`src/rtl/uart_ctrl.sv`:
```
// Memory-mapped UART controller: TX/RX byte FIFOs, baud divisor, sticky status flags,
// a three-state transmit sequencer and a registered, maskable interrupt.
module uart_ctrl #(
  parameter int          FIFO_AW    = 2,
  parameter logic [15:0] CLKDIV_RST = 16'd1302
) (
  input  logic        clk,
  input  logic        rst,
  input  logic [1:0]  addr,
  input  logic        wr_en,
  input  logic        rd_en,
  input  logic [15:0] wr_data,
  output logic [15:0] rd_data,
  output logic        irq,
  output logic        uart_transmit,
  output logic [7:0]  uart_tx_byte,
  output logic [15:0] uart_clk_div,
  input  logic        uart_received,
  input  logic [7:0]  uart_rx_byte,
  input  logic        uart_is_transmitting,
  input  logic        uart_recv_error
);

  localparam int                 DEPTH    = 2 ** FIFO_AW;
  localparam logic [FIFO_AW:0]   FULL_CNT = {1'b1, {FIFO_AW{1'b0}}};
  localparam logic [FIFO_AW:0]   CNT_ONE  = (FIFO_AW+1)'(1);
  localparam logic [FIFO_AW-1:0] PTR_ONE  = FIFO_AW'(1);

  typedef enum logic [1:0] {T_IDLE, T_START, T_DONE} tx_state_t;

  tx_state_t          tx_state_q;
  logic [7:0]         tx_mem_q [DEPTH];
  logic [7:0]         rx_mem_q [DEPTH];
  logic [FIFO_AW-1:0] tx_wp_q, tx_wp_d, tx_rp_q, tx_rp_d;
  logic [FIFO_AW-1:0] rx_wp_q, rx_wp_d, rx_rp_q, rx_rp_d;
  logic [FIFO_AW:0]   tx_cnt_q, tx_cnt_d, rx_cnt_q, rx_cnt_d;
  logic               txovf_q, txovf_d, rxovr_q, rxovr_d, ferr_q, ferr_d;
  logic [2:0]         ien_q, ien_d;
  logic [15:0]        clkdiv_q, clkdiv_d;
  logic [15:0]        rd_data_q, rd_data_d;
  logic               irq_q, irq_d;

  logic tx_full, tx_empty, tx_push, tx_push_ok, tx_pop;
  logic rx_full, rx_empty, rx_pop, rx_push_ok;
  logic busy;
  logic [2:0]  w1c;
  logic [15:0] status;

  function automatic logic [FIFO_AW:0] next_cnt(input logic [FIFO_AW:0] cnt,
                                                input logic push, input logic pop);
    case ({push, pop})
      2'b10:   next_cnt = cnt + CNT_ONE;
      2'b01:   next_cnt = cnt - CNT_ONE;
      default: next_cnt = cnt;
    endcase
  endfunction

  assign tx_full  = (tx_cnt_q == FULL_CNT);
  assign tx_empty = (tx_cnt_q == '0);
  assign rx_full  = (rx_cnt_q == FULL_CNT);
  assign rx_empty = (rx_cnt_q == '0);

  // A pop in the same cycle frees a slot, so a push into a full FIFO still lands.
  assign tx_push    = wr_en && (addr == 2'd0);
  assign tx_pop     = (tx_state_q == T_IDLE) && !tx_empty && !uart_is_transmitting;
  assign tx_push_ok = tx_push && (!tx_full || tx_pop);
  assign rx_pop     = rd_en && (addr == 2'd0) && !rx_empty;
  assign rx_push_ok = uart_received && (!rx_full || rx_pop);

  assign busy   = !tx_empty || (tx_state_q != T_IDLE);
  assign status = {8'h00, busy, txovf_q, ferr_q, rxovr_q, tx_full, tx_empty, rx_full, !rx_empty};
  assign w1c    = (wr_en && (addr == 2'd1)) ? wr_data[6:4] : 3'b000;

  always_comb begin
    tx_wp_d   = tx_push_ok ? tx_wp_q + PTR_ONE : tx_wp_q;
    tx_rp_d   = tx_pop     ? tx_rp_q + PTR_ONE : tx_rp_q;
    rx_wp_d   = rx_push_ok ? rx_wp_q + PTR_ONE : rx_wp_q;
    rx_rp_d   = rx_pop     ? rx_rp_q + PTR_ONE : rx_rp_q;
    tx_cnt_d  = next_cnt(tx_cnt_q, tx_push_ok, tx_pop);
    rx_cnt_d  = next_cnt(rx_cnt_q, rx_push_ok, rx_pop);
    // Set events win over a same-cycle write-1-to-clear.
    rxovr_d   = (rxovr_q & ~w1c[0]) | (uart_received && rx_full && !rx_pop);
    ferr_d    = (ferr_q  & ~w1c[1]) | uart_recv_error;
    txovf_d   = (txovf_q & ~w1c[2]) | (tx_push && tx_full && !tx_pop);
    ien_d     = (wr_en && (addr == 2'd3)) ? wr_data[2:0] : ien_q;
    clkdiv_d  = (wr_en && (addr == 2'd2)) ? wr_data : clkdiv_q;
    rd_data_d = rd_data_q;
    if (rd_en) begin
      case (addr)
        2'd0:    rd_data_d = rx_empty ? 16'h0000 : {8'h00, rx_mem_q[rx_rp_q]};
        2'd1:    rd_data_d = status;
        2'd2:    rd_data_d = clkdiv_q;
        default: rd_data_d = {13'h0000, ien_q};
      endcase
    end
    irq_d = (ien_q[0] & !rx_empty) | (ien_q[1] & tx_empty) |
            (ien_q[2] & (rxovr_q | ferr_q | txovf_q));
  end

  always_ff @(posedge clk or posedge rst) begin
    if (rst) begin
      tx_wp_q   <= '0;
      tx_rp_q   <= '0;
      rx_wp_q   <= '0;
      rx_rp_q   <= '0;
      tx_cnt_q  <= '0;
      rx_cnt_q  <= '0;
      rxovr_q   <= 1'b0;
      ferr_q    <= 1'b0;
      txovf_q   <= 1'b0;
      ien_q     <= '0;
      clkdiv_q  <= CLKDIV_RST;
      rd_data_q <= '0;
      irq_q     <= 1'b0;
    end else begin
      tx_wp_q   <= tx_wp_d;
      tx_rp_q   <= tx_rp_d;
      rx_wp_q   <= rx_wp_d;
      rx_rp_q   <= rx_rp_d;
      tx_cnt_q  <= tx_cnt_d;
      rx_cnt_q  <= rx_cnt_d;
      rxovr_q   <= rxovr_d;
      ferr_q    <= ferr_d;
      txovf_q   <= txovf_d;
      ien_q     <= ien_d;
      clkdiv_q  <= clkdiv_d;
      rd_data_q <= rd_data_d;
      irq_q     <= irq_d;
    end
  end

  // FIFO storage carries data only; validity is tracked by the pointers and counts.
  always_ff @(posedge clk) begin
    if (tx_push_ok) tx_mem_q[tx_wp_q] <= wr_data[7:0];
    if (rx_push_ok) rx_mem_q[rx_wp_q] <= uart_rx_byte;
  end

  // T_START waits for the uart to acknowledge so one byte is never issued twice.
  always_ff @(posedge clk or posedge rst) begin
    if (rst) begin
      tx_state_q    <= T_IDLE;
      uart_transmit <= 1'b0;
      uart_tx_byte  <= 8'h00;
    end else begin
      uart_transmit <= 1'b0;
      case (tx_state_q)
        T_IDLE: begin
          if (tx_pop) begin
            uart_tx_byte  <= tx_mem_q[tx_rp_q];
            uart_transmit <= 1'b1;
            tx_state_q    <= T_START;
          end
        end
        T_START: if (uart_is_transmitting) tx_state_q <= T_DONE;
        T_DONE:  if (!uart_is_transmitting) tx_state_q <= T_IDLE;
        default: tx_state_q <= T_IDLE;
      endcase
    end
  end

  assign rd_data      = rd_data_q;
  assign irq          = irq_q;
  assign uart_clk_div = clkdiv_q;

endmodule
```
`config.mk`:
```
export PLATFORM = sky130hd
export DESIGN_NAME = uart_ctrl
export DESIGN_NICKNAME = d
export VERILOG_FILES = /design/src/rtl/uart_ctrl.sv
export SDC_FILE = /design/constraint.sdc
export NUM_CORES = 1
export LEC_CHECK = 0
export BUFFER_PORTS_ARGS = -buffer_cell sky130_fd_sc_hd__buf_2
export CORE_ASPECT_RATIO = 1.2
export CORE_MARGIN = 3
export CORE_UTILIZATION = 40
export DETAILED_ROUTE_END_ITERATION = 8
export GPL_TIMING_DRIVEN = 0
export RECOVER_POWER = 50
export SETUP_SLACK_MARGIN = 0.4
export SLEW_MARGIN = 0
export SYNTH_ARGS = -nofsm -noshare
export SYNTH_HDL_FRONTEND = slang
export SYNTH_SLANG_ARGS = --single-unit
```
`constraint.sdc`:
```
create_clock -name clk -period 2 [get_ports clk]
set_input_delay 0.2 -clock clk [delete_from_list [all_inputs] [get_ports clk]]
set_output_delay 0.2 -clock clk [all_outputs]
set_load 0.005 [all_outputs]
```
==> metrics.md <==
| Metric | Value |
|---|---|
| Tcrit/Tclk final | 0.918 |
| Top FF cell, synth | edfxtp_1 |
| Slew HR | 0.115 |
| Initial Util | 0.416 |
| Die area | between 10000 and 15000 um^2 |
| Crit path time final | roughly 1.8 ns |
| Comb power frac | 0.281 |
| Pin count of the biggest net entering global routing | 40 |
| Slew @ Worst Pin | 1.32 ns |
| Clock power share | 0.324 |
| Min-delay worst type | primary input to flop |
| Vias in the first global route | between 3000 and 4000 |
| I/O pin cnt | 75 |
| CTS Buf Count | 17 |
| Nets | 540 |
| Internal Power | approximately 0.0066 W |
| Cell Area, Synth | ~5400 um^2 |
| WP data required | 2.33 ns |
| Vias after detailed routing | 3440 |
| TritonRoute pass-1 iters | 4 |
| CP Data Arrival Time | 2.17 ns |
| Status | finished clean |
| Yosys warnings | 0 |
| CTS Sinks | roughly 130 |
| # setup viols final | 0 |
| Post-layout util | 0.536 |
| Pwr Density | roughly 1300 nW/um^2 |
| Routed WL | ~12 mm |
| H-tree depth | 4 |
| Yosys reg bits | around 130 |
| Slew Viols, Final | 0 |
| Sequential fraction of the synthesis area | 0.658 |
| Sequential power share | 0.395 |
| CTS root buffer | clkbuf_16 |
| First-pass GRT wire length | ~19 mm |
| Skew-Pair Late Insertion Delay | between 0.4 and 0.5 ns |
| Critical Path Sink Type | flop |
| Fmax | roughly 0.54 GHz |
| Die Span X | about 110 um |
| Row Count | 45 |
| Post-Synthesis Cells | 378 |
| Startpoint Class | flop |
| Synth unique cells | 47 |
| Commonest cells after routing, fill and taps aside | edfxtp_1, dfrtp_1, buf_2 |
| Initial antenna violation count | 0 |
| Post-route ant nets | 0 |
| Routability cong. | around 0.79 |
| Drt drc | 0 |
| Clock tree buffer depth | 2 |
| Area delta synth->final | 28.8% |
| Mean area per synthesized cell | between 10 and 15 um^2 |
| RSZ-0062 raised after global routing | true |
| Initial DRC Count | about 150 |
| Sw frac | 0.290 |
| I/O Buffers | 73 |
| Proportion of layout cells with a drive suffix above 1 | 0.345 |
| Sw power | between 0.002 and 0.003 W |
| Hold Vio Cnt, Final | 0 |
| DR vias/cell | 5.10 |
| Worst Skew | around 0.0054 ns |
| Max VDD drop | about 650 uV |
| Die H | between 100 and 150 um |
| Gr ovfl total | 0 |
| Mapped Nets | 421 |
| Commonest non-fill, non-tap cell in the layout | edfxtp_1 |
| WS Path Type | flop to flop |
| Max-cap viol count | 0 |
| CP max FO | 4 |
| Core area | roughly 13000 um^2 |
| Leak | about 2.7 nW |
| CTS tree | done |
| Number of diodes | 0 |
| Detail Placement HPWL | roughly 8 mm |
| Tot GR Track Use | 0.168 |
| Fillers | ~1100 |
| Asr flop ratio synth | 0.500 |
| Wire length per cell | about 17 um |
| Setup TNS | 0 ns |
| Post-synth EDFFs | 64 |
| Worst-path clk slew | 0.05 ns |
## stage by stage
stage          power, W  setup WS (ns)  cell area (um^2)  hold WS (ns)  std cells
4_1_cts         0.00934          0.233              6900       0.00137        673
3_5_place_dp    0.00602         0.0566              6050         0.317        616
2_1_floorplan   0.00527          0.222              5460         0.273        378
6_report        0.00932          0.165              6910        0.0240        674
3_3_place_gp    0.00593         0.0813              6030         0.387        615
5_1_grt         0.00985          0.104              6910       0.00713        674
## worst paths after layout
kind	start	endpoint	slack (ns)	depth (start not counted)
worst max-delay path	tx_cnt_q[1]$_DFFE_PP0P_	tx_cnt_q[1]$_DFFE_PP0P_	0.16	7
worst min-delay path	uart_is_transmitting	tx_state_q[0]$_DFFE_PP0P_	0.02	2
worst max register to register	tx_cnt_q[1]$_DFFE_PP0P_	tx_cnt_q[1]$_DFFE_PP0P_	0.16	7
worst min register to register	uart_tx_byte[0]$_DFFE_PP0P_	uart_tx_byte[0]$_DFFE_PP0P_	0.46	2
max in group asynchronous	rst	uart_clk_div[8]$_DFFE_PP1P_	0.55	4
min in group asynchronous	rst	tx_state_q[1]$_DFFE_PP0P_	0.62	3
## critical path, stage by stage, from the launching register on
cell,delay (ns)
dfrtp_1,0.39
or3_1,0.47
nand2_4,0.12
inv_4,0.04
buf_8,0.11
nand2_4,0.04
fa_2,0.43
o22ai_2,0.17
## cell usage after synthesis, types with 6 or more instances
| cell type | instances | area (um^2) |
|---|---|---|
| and2_1 | 9 | 56.3 |
| clkbuf_1 | 11 | 41.3 |
| dfrtp_1 | 59 | 1480 |
| edfxtp_1 | 64 | 1920 |
| ha_1 | 8 | 100 |
| inv_1 | 23 | 86.3 |
| mux2_2 | 19 | 214 |
| mux4_2 | 16 | 360 |
| nand2_1 | 44 | 165 |
| nand3_1 | 15 | 75.1 |
| nor2_1 | 9 | 33.8 |
| nor3_1 | 6 | 30.0 |
| o21ai_0 | 18 | 90.1 |
| xnor2_1 | 10 | 87.6 |
## layer usage
layer  wire length [um]  GRT usage  up-vias
li1                   -          -     1614
met1               4820      0.198     1737
met2               6220      0.286       69
met3                407     0.0448       20
met4                223     0.0730        0
met5                  0          0        -
## sequential cells by signal, summed over array words and instances (netlist names), 2 cells and up
| register | flops |
|---|---|
| tx_mem_q | 32 |
| ien_q | 3 |
| uart_clk_div | 16 |
| tx_rp_q | 2 |
| rx_wp_q | 2 |
| rx_mem_q | 32 |
| rd_data | 16 |
| rx_cnt_q | 3 |
| uart_tx_byte | 8 |
| rx_rp_q | 2 |
| tx_state_q | 2 |
| tx_cnt_q | 3 |
| tx_wp_q | 2 |
## what timing repair did
action                                  4_1_cts  5_1_grt
buffers inserted                             15        1
pin swaps                                    11        7
endpoints found under the setup margin       65       69
endpoints found under the hold margin        58        0
gates resized for setup                      20       15
hold buffers                                 10        0
## cell type report
cell class,instances,area [um^2],area share
sequential,128,3540,0.512
clock inverter,12,143,0.0206
buffer,18,125,0.0181
tap,164,205,0.0297
clock buffer,20,437,0.0632
multi-input combinational,209,1800,0.260
timing repair buffer,100,579,0.0838
inverter,23,90.1,0.0130
## power groups by stage
stage	Sequential [W]	Clock [W]	Combinational [W]
after detailed placement	0.00375	0	0.00227
after global placement	0.00372	0	0.00221
after floorplan	0.00368	0	0.00159
after global routing	0.00375	0.00319	0.00291
final	0.00368	0.00302	0.00262
after CTS	0.00368	0.00308	0.00258
## cell families after synthesis
| family | share of synthesized area |
|---|---|
| AND/OR/NAND/NOR | 0.0884 |
| AO/OA/AOI/OAI | 0.0660 |
| buffers and inverters | 0.0305 |
| multiplexers | 0.111 |
| adder cells (fa/ha/maj) | 0.0261 |
| flip-flops | 0.658 |
| XOR/XNOR | 0.0196 |
Note: power is estimated with default switching activity, not from simulation.
